<file path="src/rtl/univ_shift_register.sv">
// ============================================================================
// Module   : univ_shift_register
// Brief    : Universal shift register. It supports parallel load, logical shift,
//            rotate and arithmetic shift, one bit per clock, and uses a
//            start/busy/done handshake.
// Revision : 1.0 - initial release
// ============================================================================
`default_nettype none

module univ_shift_register #(
  parameter int WIDTH = 8,
  parameter int AMT_W = 4
) (
  input  logic             clk,
  input  logic             reset,
  input  logic             start,
  input  logic [2:0]       mode,
  input  logic [AMT_W-1:0] amt,
  input  logic [WIDTH-1:0] d_in,
  input  logic             ser_l,
  input  logic             ser_r,
  output logic [WIDTH-1:0] out,
  output logic             ser_msb,
  output logic             ser_lsb,
  output logic             busy,
  output logic             done
);

  localparam logic [2:0] c_MODE_HOLD = 3'b000;
  localparam logic [2:0] c_MODE_LOAD = 3'b001;
  localparam logic [2:0] c_MODE_SHL  = 3'b010;
  localparam logic [2:0] c_MODE_SHR  = 3'b011;
  localparam logic [2:0] c_MODE_ROL  = 3'b100;
  localparam logic [2:0] c_MODE_ROR  = 3'b101;
  localparam logic [2:0] c_MODE_ASR  = 3'b110;

  typedef enum logic [0:0] {
    S_IDLE  = 1'b0,
    S_SHIFT = 1'b1
  } state_t;

  state_t           r_state, w_next_state;
  logic [AMT_W-1:0] r_cnt, w_next_cnt;
  logic [2:0]       r_mode, w_next_mode;
  logic [WIDTH-1:0] r_out, w_next_out, w_shifted;
  logic             r_done, w_next_done;

  // Single-bit step for the latched mode. The serial fill bits are taken live.
  always_comb begin
    w_shifted = r_out;
    case (r_mode)
      c_MODE_SHL: w_shifted = {r_out[WIDTH-2:0], ser_l};
      c_MODE_SHR: w_shifted = {ser_r, r_out[WIDTH-1:1]};
      c_MODE_ROL: w_shifted = {r_out[WIDTH-2:0], r_out[WIDTH-1]};
      c_MODE_ROR: w_shifted = {r_out[0], r_out[WIDTH-1:1]};
      c_MODE_ASR: w_shifted = {r_out[WIDTH-1], r_out[WIDTH-1:1]};
      default:    w_shifted = r_out;
    endcase
  end

  always_comb begin
    w_next_state = r_state;
    w_next_cnt   = r_cnt;
    w_next_mode  = r_mode;
    w_next_out   = r_out;
    w_next_done  = 1'b0;
    case (r_state)
      S_IDLE: begin
        if (start) begin
          w_next_mode = mode;
          case (mode)
            c_MODE_LOAD: begin
              w_next_out  = d_in;
              w_next_done = 1'b1;
            end
            c_MODE_SHL, c_MODE_SHR, c_MODE_ROL, c_MODE_ROR, c_MODE_ASR: begin
              if (amt == '0) begin
                w_next_done = 1'b1;
              end else begin
                w_next_state = S_SHIFT;
                w_next_cnt   = amt;
              end
            end
            default: w_next_done = 1'b1;  // HOLD and the reserved code
          endcase
        end
      end
      S_SHIFT: begin
        w_next_out = w_shifted;
        w_next_cnt = r_cnt - AMT_W'(1);
        if (r_cnt == AMT_W'(1)) begin
          w_next_state = S_IDLE;
          w_next_done  = 1'b1;
        end
      end
      default: w_next_state = S_IDLE;
    endcase
  end

  always_ff @(posedge clk or negedge reset) begin
    if (!reset) begin
      r_state <= S_IDLE;
      r_cnt   <= '0;
      r_mode  <= c_MODE_HOLD;
      r_out   <= '0;
      r_done  <= 1'b0;
    end else begin
      r_state <= w_next_state;
      r_cnt   <= w_next_cnt;
      r_mode  <= w_next_mode;
      r_out   <= w_next_out;
      r_done  <= w_next_done;
    end
  end

  assign out     = r_out;
  assign ser_msb = r_out[WIDTH-1];
  assign ser_lsb = r_out[0];
  assign busy    = (r_state == S_SHIFT);
  assign done    = r_done;

endmodule

`default_nettype wire

</file>
<file path="config.mk">
export PLATFORM = sky130hd
export DESIGN_NAME = univ_shift_register
export DESIGN_NICKNAME = d
export VERILOG_FILES = /design/src/rtl/univ_shift_register.sv
export SDC_FILE = /design/constraint.sdc
export NUM_CORES = 1
export LEC_CHECK = 0
export CAP_MARGIN = 20
export CORE_MARGIN = 8
export CORE_UTILIZATION = 35
export CTS_CLUSTER_DIAMETER = 200
export DETAILED_ROUTE_END_ITERATION = 10
export SYNTH_ARGS = -nofsm -noshare
export SYNTH_HDL_FRONTEND = slang
export SYNTH_SLANG_ARGS = --single-unit
</file>
<file path="constraint.sdc">
create_clock -name clk -period 3.6 [get_ports clk]
set_input_delay 0.36 -clock clk [delete_from_list [all_inputs] [get_ports clk]]
set_output_delay 0.36 -clock clk [all_outputs]
set_load 0.05 [all_outputs]
</file>
Word level (Yosys, flattened, before mapping)
Index checks and enable logic that the tools add are counted.

word-level totals
  logic and storage cells = 51
  output and inout bits = 12
  register bits = 17

operators by class
  eq/ne operators = 19
  mux-type cells = 18
  bitwise operators = 1
  add/sub/neg operators = 1
  reduce and logical (&&, ||, !) cells = 6

operators by type and width
  operator                                           number
  one-hot mux 8 bit (5 select lines)                 1
  == test 3 bit (second input constant)              6
  2-to-1 mux 8 bit                                   2
  one-hot mux 8 bit (2 select lines)                 1
  == test 3 x 2 -> 1 bit (second input constant)     4
  2-to-1 mux 4 bit                                   3
  2-to-1 mux 1 bit                                   8
  one-hot mux 4 bit (2 select lines)                 1
  != test 2 bit (second input constant)              3
  != test 6 x 1 -> 1 bit (second input constant)     1
  AND reduction 3 bit                                2
  != test 5 x 1 -> 1 bit (second input constant)     1
  OR reduction 5 bit                                 1
  == test 4 x 1 -> 1 bit (second input constant)     1
  zero test 4 bit                                    1
  != test 2 x 1 -> 1 bit (second input constant)     2
  one-hot mux 1 bit (2 select lines)                 2
  AND reduction 4 bit                                1
  subtractor 4 x 1 -> 4 bit (second input constant)  1
  == test 3 x 1 -> 1 bit (second input constant)     1
  AND reduction 2 bit                                1
  NOT 1 bit                                          1

Logic depth before layout (Yosys ltp)
  word-level depth = 5
  mapped depth = 6
  depth with buffers taken out = 5

Least setup slack after synthesis
OpenSTA, ideal clock, no wires.

  path type = reg2reg
  from = register r_state, in the netlist busy
  to = register r_out[0], in the netlist out[0]
  arrival = 1666 ps
  period minus slack after synthesis = 1791 ps
  stages on the path, launching flop included = 6
  setup slack = 1809 ps
  setup time = 125 ps
  cell sequence = dfrtp_1 > nor2b_2 > and3_1 > clkbuf_4 > nor2_4 > mux2_2

on the way
  longest elaborated chain between the ends = 3

ends and longest elaborated chain
  item                                                                      line  RTL
  from (decl)                                                               42    state_t r_state, w_next_state;
  from (signal assigned)                                                    108   r_state <= w_next_state;
  NOT 1 bit (no line)                                                       n/a
  != test 2 x 1 -> 1 bit (no line) / != test 2 bit (equally long branches)  n/a
  AND reduction 3 bit (no line)                                             n/a
  to (signal assigned)                                                      111   r_out <= w_next_out;
  to (decl)                                                                 45    logic [WIDTH-1:0] r_out, w_next_out, w_shifted;

Several ways; a longest one is shown, not always the timed one.
A chain may end at the register's enable or synchronous reset.

Final worst setup path
  from = register r_state, in the netlist busy
  to = output port busy

RTL lines
  item       line  RTL
  to (decl)  25    output logic busy,

No word-level cell between the ends.

==> summary.txt <==
Global routing
  • Initial antenna violation count: 0
  • First-pass GRT wire length: ~4600 microns
  • Total congestion overflow: 0
  • Vias in the first global route: approximately 1,000
  • Largest net degree at the start of global routing: 26
  • Gr usage total: 0.109

Synth
  • Syn_nets: about 140
  • EDFF count, synth: 0
  • Syn Area/Cell: between 9 and 10 sq um
  • Ys Warns: 0
  • Synth Flop Type: dfrtp_1
  • Flops & latches, synth: 17
  • Seq/Total Area, Yosys: 0.371
  • Synthesized area: roughly 1100 sq um
  • FFs w/ async S/R, synth: 1.00
  • Synth cell types: 40
  • Post-Synthesis Cells: 116

Worst setup path
  • CP peak stage delay: between 0.9 and 1 ns
  • Worst Setup Path Type: flip-flop to output pin
  • Critical path, cell by cell: clkdlybuf4s50_1
  • Slowest library cell on the worst path: clkdlybuf4s50_1
  • Critical path data arrival time: approximately 2 ns
  • Delay-heaviest family, CP: buffers and inverters
  • CP bufs+invs: 1
  • Crit path required time: roughly 3.2 ns
  • Crit end category: output pin
  • Worst setup SP type: flip-flop
  • Crit-path max FO: 25

Timing
  • Post-route minimum period: about 2.4 ns
  • Slew headroom: 0.458
  • Fin Hold WS: roughly 0.52 ns
  • F_max: just over 400 MHz
  • Clock skew: about 0.005 ns
  • RSZ-0062 raised after global routing: no
  • Tcrit/Tclk final: 0.668
  • Worst Tran Pin Value: between 0.8 and 0.9 ns
  • Pins Over Slew Limit: 0
  • Final hold violation count: 0
  • Final setup TNS: 0 ns
  • Final setup viols: 0

Floorplanning
  • Die W: around 73 microns
  • Placement Rows: 20
  • Core Area: just over 3000 sq um
  • I/O pin count: 32
  • Die H: 73.3 microns
  • DIE AREA: 5370 sq um
  • Initial Util: 0.373

Drt
  • DR iter-0 viols: between 70 and 80
  • Initial DRT Pass Iterations: 4
  • Wire per inst: between 15 and 20 microns
  • Post-DRT Antenna Nets: 0
  • Vias post-DR: 1,005
  • Vias/cell: between 5 and 6
  • Post-Route WL: 2840 microns
  • # DRC: 0

Power
  • Max VDD drop: about 0.45 mV
  • Leakage power: about 0.61 nW
  • Power Density: between 900 and 1000 nW/um^2
  • Total Power: 1.40 mW

Cells and area
  • Layout net count: around 170
  • Share of cells above drive strength 1: 0.0845
  • Antenna Cells: 0
  • Number of fill cells: 299
  • Design area: ~1500 sq um
  • Layout area overhead: 26.8%

Min path
  • HP Class: input port to async pin

Clock tree
  • Worst skew pair latency: roughly 0.29 ns
  • CTS tree: yes
  • Post_cts resized: 0
  • Max clock buf depth: 2
  • Total CTS buffers: 3
  • Setup repair bufs after CTS: 0
  • Reg clk slew, reported paths: approximately 0.11 ns
  • CTS sink cnt: 17
  • Post-cts hold buffer count: 0
  • H-tree depth: 1
  • Root Buffer: clkbuf_4

Placed design
  • Hpwl dp: 2070 microns
  • Placer Congestion: ~0.70
  • Placement Cell Area: between 1000 and 1500 sq um
  • PortBufs: 31

Flow run
  • Max Cap Viol: 0

Outcome
  • Outcome: completed
==> power by group <==
part | switching, mW | internal [mW] | leakage, nW
combinational | 0.452 | 0.368 | 0.395
clock | 0.0654 | 0.0431 | 0.0150
sequential | 0.191 | 0.284 | 0.204
==> cell families after synthesis <==
group                      count (synthesis)  share of synthesized area
AOI/OAI and AO/OA                         33                      0.206
and+or+nand+nor                           33                      0.174
DFF                                       17                      0.371
buffers and inverters                     16                     0.0960
muxes                                     11                      0.100
xor gates and xnor gates                   4                     0.0305
adders and majority gates                  2                     0.0218
==> sequential cells by signal, indices dropped and copies added, names as in the netlist <==
| name | count |
|---|---|
| r_cnt | 4 |
| r_mode | 3 |
| out | 8 |
| done | 1 |
| busy | 1 |
==> path summary, 6_finish.rpt <==
path,depth (start not counted),from,to,slack [ns]
setup / recovery,1,busy$_DFF_PN0_,busy,1.19
hold / removal,1,reset,out[1]$_DFFE_PN0P_,0.52
setup reg to reg,4,busy$_DFF_PN0_,out[0]$_DFFE_PN0P_,1.59
hold reg to reg,1,r_cnt[0]$_DFFE_PN0P_,r_cnt[0]$_DFFE_PN0P_,0.55
max in group asynchronous,1,reset,done$_DFF_PN0_,2.57
min in group clk,1,r_cnt[0]$_DFFE_PN0P_,r_cnt[0]$_DFFE_PN0P_,0.55
==> area by class of cell <==
cell class | instances | area, sq um | share of cell area
Timing Repair Buffer | 31 | 310 | 0.213
Tap cell | 44 | 55.1 | 0.0378
Sequential cell | 17 | 425 | 0.292
Clock buffer | 4 | 26.3 | 0.0181
Multi-Input combinational cell | 83 | 612 | 0.420
Inverter | 7 | 26.3 | 0.0181
==> synthesized netlist by cell type (2+ instances only) <==
master	instances	area, sq um
mux2_2	4	45.0
a222oi_1	2	20.0
buf_4	3	22.5
nor2_1	3	11.3
mux2i_1	7	70.1
dfrtp_1	17	425
a21oi_1	4	20.0
nand3b_1	2	15.0
and3_1	4	25.0
ha_1	2	25.0
and2_1	4	25.0
inv_1	7	26.3
nand4b_1	2	17.5
nand3_1	2	10.0
buf_6	2	22.5
a221oi_1	2	17.5
xor2_1	2	17.5
a22oi_1	2	15.0
clkbuf_8	2	27.5
o21ai_0	8	40.0
xnor2_1	2	17.5
nand2_1	7	26.3
o22ai_1	4	25.0
a221o_1	4	40.0
o2bb2ai_1	3	26.3
==> through the flow <==
step / worst slack [ns] / instances / util
detailed placement: 1.50 / 182 / 0.464
floorplan: 1.81 / 116 / -
global route: 1.10 / 186 / 0.473
global placement: 1.52 / 182 / 0.464
CTS: 1.18 / 186 / 0.473
finish: 1.19 / 186 / 0.473
==> metal layers <==
layer / wire [microns] / track usage
met1: 1270 / 0.126
met2: 1370 / 0.186
met3: 185 / 0.0435
met4: 12 / 0.0200
met5: 0 / 0
==> layout by cell type, fill, tap and decap left out, types with 4 or more instances in the layout <==
cell             count
clkdlybuf4s50_1     31
dfrtp_1             17
o21ai_0              8
inv_1                7
nand2_1              7
mux2i_1              7
and3_1               4
mux2_2               4
a21oi_1              4
o22ai_1              4
and2_1               4
a221o_1              4
(Power assumes the default switching activity.)
